===== config.mk =====
export PLATFORM = sky130hd
export DESIGN_NAME = rv32im_regfile_mp
export DESIGN_NICKNAME = d
export VERILOG_FILES = /design/src/rtl/rv32im_regfile_mp.sv
export SDC_FILE = /design/constraint.sdc
export NUM_CORES = 1
export LEC_CHECK = 0
export BUFFER_PORTS_ARGS = -buffer_cell sky130_fd_sc_hd__buf_2
export CORE_MARGIN = 2
export CORE_UTILIZATION = 45
export CTS_BUF_LIST = sky130_fd_sc_hd__clkbuf_4
export DETAILED_ROUTE_END_ITERATION = 10
export PLACE_DENSITY_LB_ADDON = 0.05
export SLEW_MARGIN = 30
export SYNTH_ARGS = -nofsm -noshare
export SYNTH_HDL_FRONTEND = slang
export SYNTH_SLANG_ARGS = --single-unit

===== constraint.sdc =====
create_clock -name clk_i -period 5 [get_ports clk_i]
set_input_delay 0.5 -clock clk_i [delete_from_list [all_inputs] [get_ports clk_i]]
set_output_delay 0.5 -clock clk_i [all_outputs]
set_load 0.05 [all_outputs]

===== src/rtl/rv32im_regfile_mp.sv =====
// rv32im_regfile_mp
//   Integer register file for the rv32im core with NUM_READ registered read
//   ports, one write port, an optional same-cycle write-through bypass and a
//   post-reset sweep that zeroes x1..x(2^REG_BITS-1).
//
// Ports
//   clk_i      rising-edge clock for all state
//   rst_ni     synchronous active-low reset
//   write_i    write strobe (ignored while busy_o)
//   rd_addr_i  write address; x0 writes are dropped
//   data_i     write data
//   read_i     per-port read enable; a cleared bit holds that port's output
//   rs_addr_i  packed read addresses, port p at [p*REG_BITS +: REG_BITS]
//   rs_o       packed read data, port p at [p*XLEN +: XLEN], 1-cycle latency
//   busy_o     high during reset and the clear sweep
//
// State  | meaning
// -------+-------------------------------------------------------------
// CLEAR  | sweeping zeros into x1..xN, one entry per edge; busy
// RUN    | normal operation (first edge after reset is still busy when
//        | the sweep is skipped)

module rv32im_regfile_mp #(
    parameter int XLEN           = 32,
    parameter int REG_BITS       = 5,
    parameter int NUM_READ       = 2,
    parameter int WRITE_THROUGH  = 1,
    parameter int CLEAR_ON_RESET = 1
) (
    input  logic                         clk_i,
    input  logic                         rst_ni,
    input  logic                         write_i,
    input  logic [REG_BITS-1:0]          rd_addr_i,
    input  logic [XLEN-1:0]              data_i,
    input  logic [NUM_READ-1:0]          read_i,
    input  logic [NUM_READ*REG_BITS-1:0] rs_addr_i,
    output logic [NUM_READ*XLEN-1:0]     rs_o,
    output logic                         busy_o
);

    localparam int                DEPTH = 1 << REG_BITS;
    localparam logic [REG_BITS-1:0] LAST_IDX = REG_BITS'(DEPTH - 1);

    typedef enum logic {
        ST_CLEAR = 1'b0,
        ST_RUN   = 1'b1
    } state_e;

    state_e                     state_q, state_d;
    logic [REG_BITS-1:0]        clr_cnt_q, clr_cnt_d;
    logic                       busy_q, busy_d;
    logic [NUM_READ*XLEN-1:0]   rs_q, rs_d;

    logic [XLEN-1:0]            mem_q [DEPTH];
    logic                       mem_we;
    logic [REG_BITS-1:0]        mem_waddr;
    logic [XLEN-1:0]            mem_wdata;

    logic [REG_BITS-1:0]        raddr;

    always_comb begin
        state_d   = state_q;
        clr_cnt_d = clr_cnt_q;
        busy_d    = busy_q;
        rs_d      = rs_q;
        mem_we    = 1'b0;
        mem_waddr = clr_cnt_q;
        mem_wdata = '0;
        raddr     = '0;

        case (state_q)
            ST_CLEAR: begin
                mem_we    = 1'b1;
                clr_cnt_d = clr_cnt_q + REG_BITS'(1);
                rs_d      = '0;
                if (clr_cnt_q == LAST_IDX) begin
                    state_d = ST_RUN;
                    busy_d  = 1'b0;
                end
            end
            ST_RUN: begin
                if (busy_q) begin
                    // Sweep skipped: the first edge out of reset only drops busy.
                    busy_d = 1'b0;
                end else begin
                    if (write_i && (rd_addr_i != '0)) begin
                        mem_we    = 1'b1;
                        mem_waddr = rd_addr_i;
                        mem_wdata = data_i;
                    end
                    for (int p = 0; p < NUM_READ; p++) begin
                        raddr = rs_addr_i[p*REG_BITS +: REG_BITS];
                        if (read_i[p]) begin
                            if (raddr == '0) begin
                                rs_d[p*XLEN +: XLEN] = '0;
                            end else if ((WRITE_THROUGH != 0) && write_i &&
                                         (rd_addr_i == raddr)) begin
                                rs_d[p*XLEN +: XLEN] = data_i;
                            end else begin
                                rs_d[p*XLEN +: XLEN] = mem_q[raddr];
                            end
                        end
                    end
                end
            end
            default: begin
                state_d = ST_CLEAR;
            end
        endcase
    end

    always_ff @(posedge clk_i) begin
        if (!rst_ni) begin
            state_q   <= (CLEAR_ON_RESET != 0) ? ST_CLEAR : ST_RUN;
            clr_cnt_q <= REG_BITS'(1);
            busy_q    <= 1'b1;
            rs_q      <= '0;
        end else begin
            state_q   <= state_d;
            clr_cnt_q <= clr_cnt_d;
            busy_q    <= busy_d;
            rs_q      <= rs_d;
        end
    end

    // Storage has no reset; the reset edge itself must not write it.
    always_ff @(posedge clk_i) begin
        if (rst_ni && mem_we) begin
            mem_q[mem_waddr] <= mem_wdata;
        end
    end

    assign rs_o   = rs_q;
    assign busy_o = busy_q;

endmodule


; ---- Word-level counts from Yosys, hierarchy flattened
; Memories as Yosys holds them, arrays and structs flattened.
; Index checks and enable logic that the tools add are counted.
[word_totals]
ff_bits = 71
ram_bits = 1024
inputBits = 52
out_inout_bits = 65
wordCells = 47
n_memories = 1
[memory_table]
columns = name, words, width, rd, rd_ports_with_merged_regs, wr, line
row1 = mem_q, 32, 32, 2, 0, 1, 54  ; logic [XLEN-1:0] mem_q [DEPTH];
[classes]
add_sub_neg = 1
eq_ne = 7
n_mux = 23
n_bitwise = 1
n_reduce_logical = 9
[ops]
columns = op, n
row1 = $mux 32, 9
row2 = $pmux 64 s2, 1
row3 = $mux 64, 1
row4 = $mux 5, 3
row5 = $eq 5x5->1, 2
row6 = $logic_not 5->1, 2
row7 = $ne 2x2->1 const B, 4
row8 = $mux 1, 7
row9 = $add 5x1->5 const B, 1
row10 = $eq 5x5->1 const B, 1
row11 = $reduce_bool 5->1, 1
row12 = $logic_and 1x1->1, 4
row13 = $pmux 1 s2, 2
row14 = $reduce_and 2->1, 2
row15 = $not 1->1, 1

; ---- Longest topological paths before layout
[logic_depth]
ltp_word = 8
ltp_mapped = 10
mapped_depth_nobuf = 5

; ---- Worst setup path before layout
; Ideal clock, no wire load.
[synth_timing]
path_type = input to register
from = input rd_addr_i[2]
to = memory mem_q[24][0] (enable)
setup_time_ns = 0.421
t_arrival_ns = 3.195
required_time_ns = 4.579
slack_ns = 1.383
cell_stages = 7
path_buffers = 2
path_cell_list = clkbuf_1 -> or4_1 -> o21a_1 -> clkbuf_1 -> o21ai_1 -> nand2_1 -> nor2_1
[synth_between]
elab_chain_len = 8
word_cells_on_any_way = 11
classes_between = 8 x mux / 3 x reduce/logical
[synth_lines]
columns = item, line
row1 = from (decl), 33  ; input logic [REG_BITS-1:0] rd_addr_i,
row2 = $reduce_bool 5->1, 86  ; if (write_i && (rd_addr_i != '0)) begin
row3 = $logic_and 1x1->1, 86
row4 = $mux 1, 86
row5 = $mux 1, 82  ; if (busy_q) begin
row6 = $pmux 1 s2, 71  ; case (state_q)
row7 = $logic_and 1x1->1, 128  ; if (rst_ni && mem_we) begin
row8 = $mux 1, 128
row9 = $mux 1 (implied by the code), 129  ; mem_q[mem_waddr] <= mem_wdata;
row10 = to (decl), 54
; Several ways; a longest one is shown, not always the timed one.

; ---- Worst setup path after layout
[layout_timing]
from = register state_q
to = memory mem_q[13][1] (enable)
[layout_between]
elab_chain_len = 5
word_cells_on_any_way = 6
classes_between = 4 x mux / 1 x bitwise / 1 x reduce/logical
[layout_lines]
columns = item, line
row1 = from (decl), 49  ; state_e state_q, state_d;
row2 = from (signal assigned), 114  ; state_q <= (CLEAR_ON_RESET != 0) ? ST_CLEAR : ST_RUN;
row3 = from (signal assigned), 119  ; state_q <= state_d;
row4 = $not 1->1, n/a
row5 = $pmux 1 s2, 71
row6 = $logic_and 1x1->1, 128
row7 = $mux 1, 128
row8 = $mux 1 (implied by the code), 129
; Several ways; a longest one is shown, not always the timed one.

==> results.py <==
metrics = {
    "floorplan": {
        "core-area_sq_um": 111000,
        "die_w_microns": 339,
        "fp.dieH_microns": 339,
        "start_util": 0.455,
        "dieArea_sq_um": 115000,
        "num_rows": 122,
        "pin_count": 117,
    },
    "yosys": {
        "seq_area_frac_synth": 0.637,
        "synth_edf_count": 1024,
        "syn_area_sq_um": 50500,
        "syn_avg_cell_area_sq_um": 18.8,
        "ys_types": 53,
        "synth-xor-area-share": 0.00208,
        "synth-simple-area-share": 0.0342,
        "yosysTopAreaCell": "edfxtp_1",
        "ys_ff_latch": 1095,
        "synth.area.top_cells": "edfxtp_1 61%, mux4_2 20%, mux2i_1 4.6%",
        "synth_compound_area_frac": 0.0483,
        "yosys_warnings": 0,
        "muxShareOfSynthArea": 0.255,
        "synthAdderAreaFrac": 0.000496,
        "async_flop_share": 0,
        "yosysTopAreaCellShare": 0.609,
        "synth_ff_type": "edfxtp_1",
        "syn_nets": 2741,
        "syn-instance-count": 2687,
        "synth_top_family_by_area": "multiplexers",
    },
    "timing": {
        "timing.fmax_ghz": 0.256,
        "tightest_slew_ns": 0.991,
        "final_hold_viol_count": 0,
        "rsz0062_at_grt": "false",
        "min_period_ns": 3.90,
        "setup_viol": 0,
        "max_slew_margin": 0.338,
        "fin_ws_ns": 1.10,
        "slew_violations": 0,
        "fin_tns_setup_ns": 0,
        "fin_crit_sh": 0.780,
        "clock_skew_ns": 0.0991,
    },
    "setup_path": {
        "critPathLaunchType": "register",
        "crit_type": "register to register",
        "cpMaxStageDelayCell": "nor2_4",
        "worstPathRequired_ns": 5.80,
        "crit_chain": "and3b_1, o21a_2, mux2i_1, nand2_1, nor2_4, buf_12",
        "crit_path_max_incr_delay_ns": 0.88,
        "cp_max_fo": 20,
        "arrival_ns": 4.70,
        "end_kind": "register",
    },
    "placed_design": {
        "routabilityCongestion": 0.835,
        "port_buffers": 116,
        "dp_hpwl_microns": 106000,
        "pre_cts_ws_ns": 1.01,
    },
    "global_route": {
        "grt_max_degree": 100,
        "antenna_found_initial": 9,
        "gr-total-overflow": 0,
        "grt_pass1_vias": 32400,
        "grt_pass1_wl_microns": 243000,
        "grt_usage": 0.300,
    },
    "clock_tree": {
        "htree_levels": 5,
        "clk_latency_ns": 1.20,
        "ctsHoldBuffers": 39,
        "clockBufferDepth": 4,
        "cts_buffers": 309,
        "postCtsSetupRepairBufs": 0,
        "cts-resized-gates": 0,
        "clkSinkCount": 1095,
        "cts_tree": "yes",
        "clock-root-buffer": "clkbuf_4",
        "path_clk_slew_ns": 0.06,
    },
    "finish": {
        "nFillCells": 9143,
        "seq_area_sq_um": 32200,
        "area_growth_pct": 14.2,
        "drive_above_1_share": 0.387,
        "multi_input_area_sq_um": 17600,
        "fin_nets": 3096,
        "mostFrequentLayoutCell": "edfxtp_1",
        "final_cell_mix": "1024 x edfxtp_1, 455 x mux4_2, 440 x clkbuf_4, 233 x mux2i_1, 109 x buf_2",
    },
    "run_status": {
        "status": "finished, final reports clean",
    },
    "detailed_routing": {
        "post_drt_wl_per_cell_microns": 36.2,
        "via_per_inst": 6.51,
        "routed_wl_microns": 172000,
        "via_count": 31000,
        "ant_nets": 0,
        "drcViolationCount": 0,
        "drtIter0Drc": 3387,
        "firstDrtPassIters": 5,
    },
    "power": {
        "power_density_nw_per_um2": 335,
        "ir_worst_vdd_v": 0.000224,
        "p_leak_nw": 20.1,
    },
    "hold_path": {
        "hp-class": "input port to register",
    },
    "flow_run": {
        "cap_violations": 0,
    },
}
through the flow:
step | instance area (sq um) | util | total power, mW | hold slack [ns] | cells
2_1_floorplan | 50500 | - | 11.0 | 0.532 | 2687
3_3_place_gp | 53300 | 0.481 | 11.4 | 0.437 | 4176
3_5_place_dp | 53500 | 0.482 | 11.5 | 0.441 | 4180
4_1_cts | 57600 | 0.519 | 19.5 | 0.00236 | 4749
5_1_grt | 57700 | 0.520 | 20.1 | 0.0660 | 4751
6_report | 57700 | 0.520 | 19.3 | 0.117 | 4753
sequential cells by signal, summed over array words and instances (netlist names):
name / cells
rs_o: 64
clr_cnt_q: 5
state_q: 1
mem_q: 1024
busy_o: 1
power breakdown:
group	internal [mW]	leakage, nW	total (mW)	switching (mW)
Sequential	9.96	10.7	10.0	0.0428
Clock	4.25	2.27	8.05	3.81
Combinational	0.501	7.08	1.28	0.781
Total	14.7	20.1	19.3	4.63
cell usage after synthesis, types with 19 or more instances:
cell       number
a2111oi_0      21
o221ai_1       21
mux2i_1       233
a221o_1        29
buf_4          34
nand2b_1       38
mux2_2         25
clkbuf_1       91
dfxtp_1        71
buf_2          59
mux4_2        455
nor2_1         77
buf_1          19
a22o_1         33
and3_1         40
o31ai_1        31
edfxtp_1     1024
a22oi_1        51
nand2_1        52
o22ai_1        33
nor3_1         38
o21ai_0        36
and2_1         35
kinds of logic (layout without fill, tap and decap cells):
kind of cell | after synthesis | count (layout)
AOI/OAI and AO/OA | 313 | 313
xor gates and xnor gates | 12 | 12
and+or+nand+nor | 331 | 331
muxes | 714 | 714
buffers and inverters | 220 | 794
adders and majority gates | 2 | 2
DFF | 1095 | 1095
other | 0 | 4
routing by layer:
layer  wire length (microns)  track usage
met4                    5830        0.115
met1                   68100        0.403
met3                   14900       0.0690
met5                      26            0
met2                   83100        0.479
critical path: cells and delay by family, from the launching register on:
| kind | cells | cell delay [ns] |
|---|---|---|
| buffers and inverters | 1 | 0.30 |
| muxes | 1 | 0.31 |
| AOI/OAI and AO/OA | 1 | 0.53 |
| and+or+nand+nor | 3 | 1.82 |
| DFF | 1 | 0.57 |
final timing paths:
check                        startpoint                     end  slack (ns)  cells after the start
setup / recovery     state_q$_SDFF_PN0_  mem_q[13][1]$_DFFE_PP_        1.10                      6
hold reg to reg   rs_o[54]$_SDFFE_PN0P_   rs_o[54]$_SDFFE_PN0P_        0.45                      2
hold / removal             rs_addr_i[8]   rs_o[61]$_SDFFE_PN0P_        0.12                      4
setup reg to reg     state_q$_SDFF_PN0_  mem_q[13][1]$_DFFE_PP_        1.10                      6
layout make-up:
class	instances	area share
diodes	4	0.000174
well taps	1488	0.0323
inverters	2	0.000130
flip-flops and latches	1095	0.558
clock buffers	440	0.0573
multi-input cells	1372	0.305
clock inverters	90	0.00814
repair buffers	262	0.0393
Power figures use the tool's default switching activity.
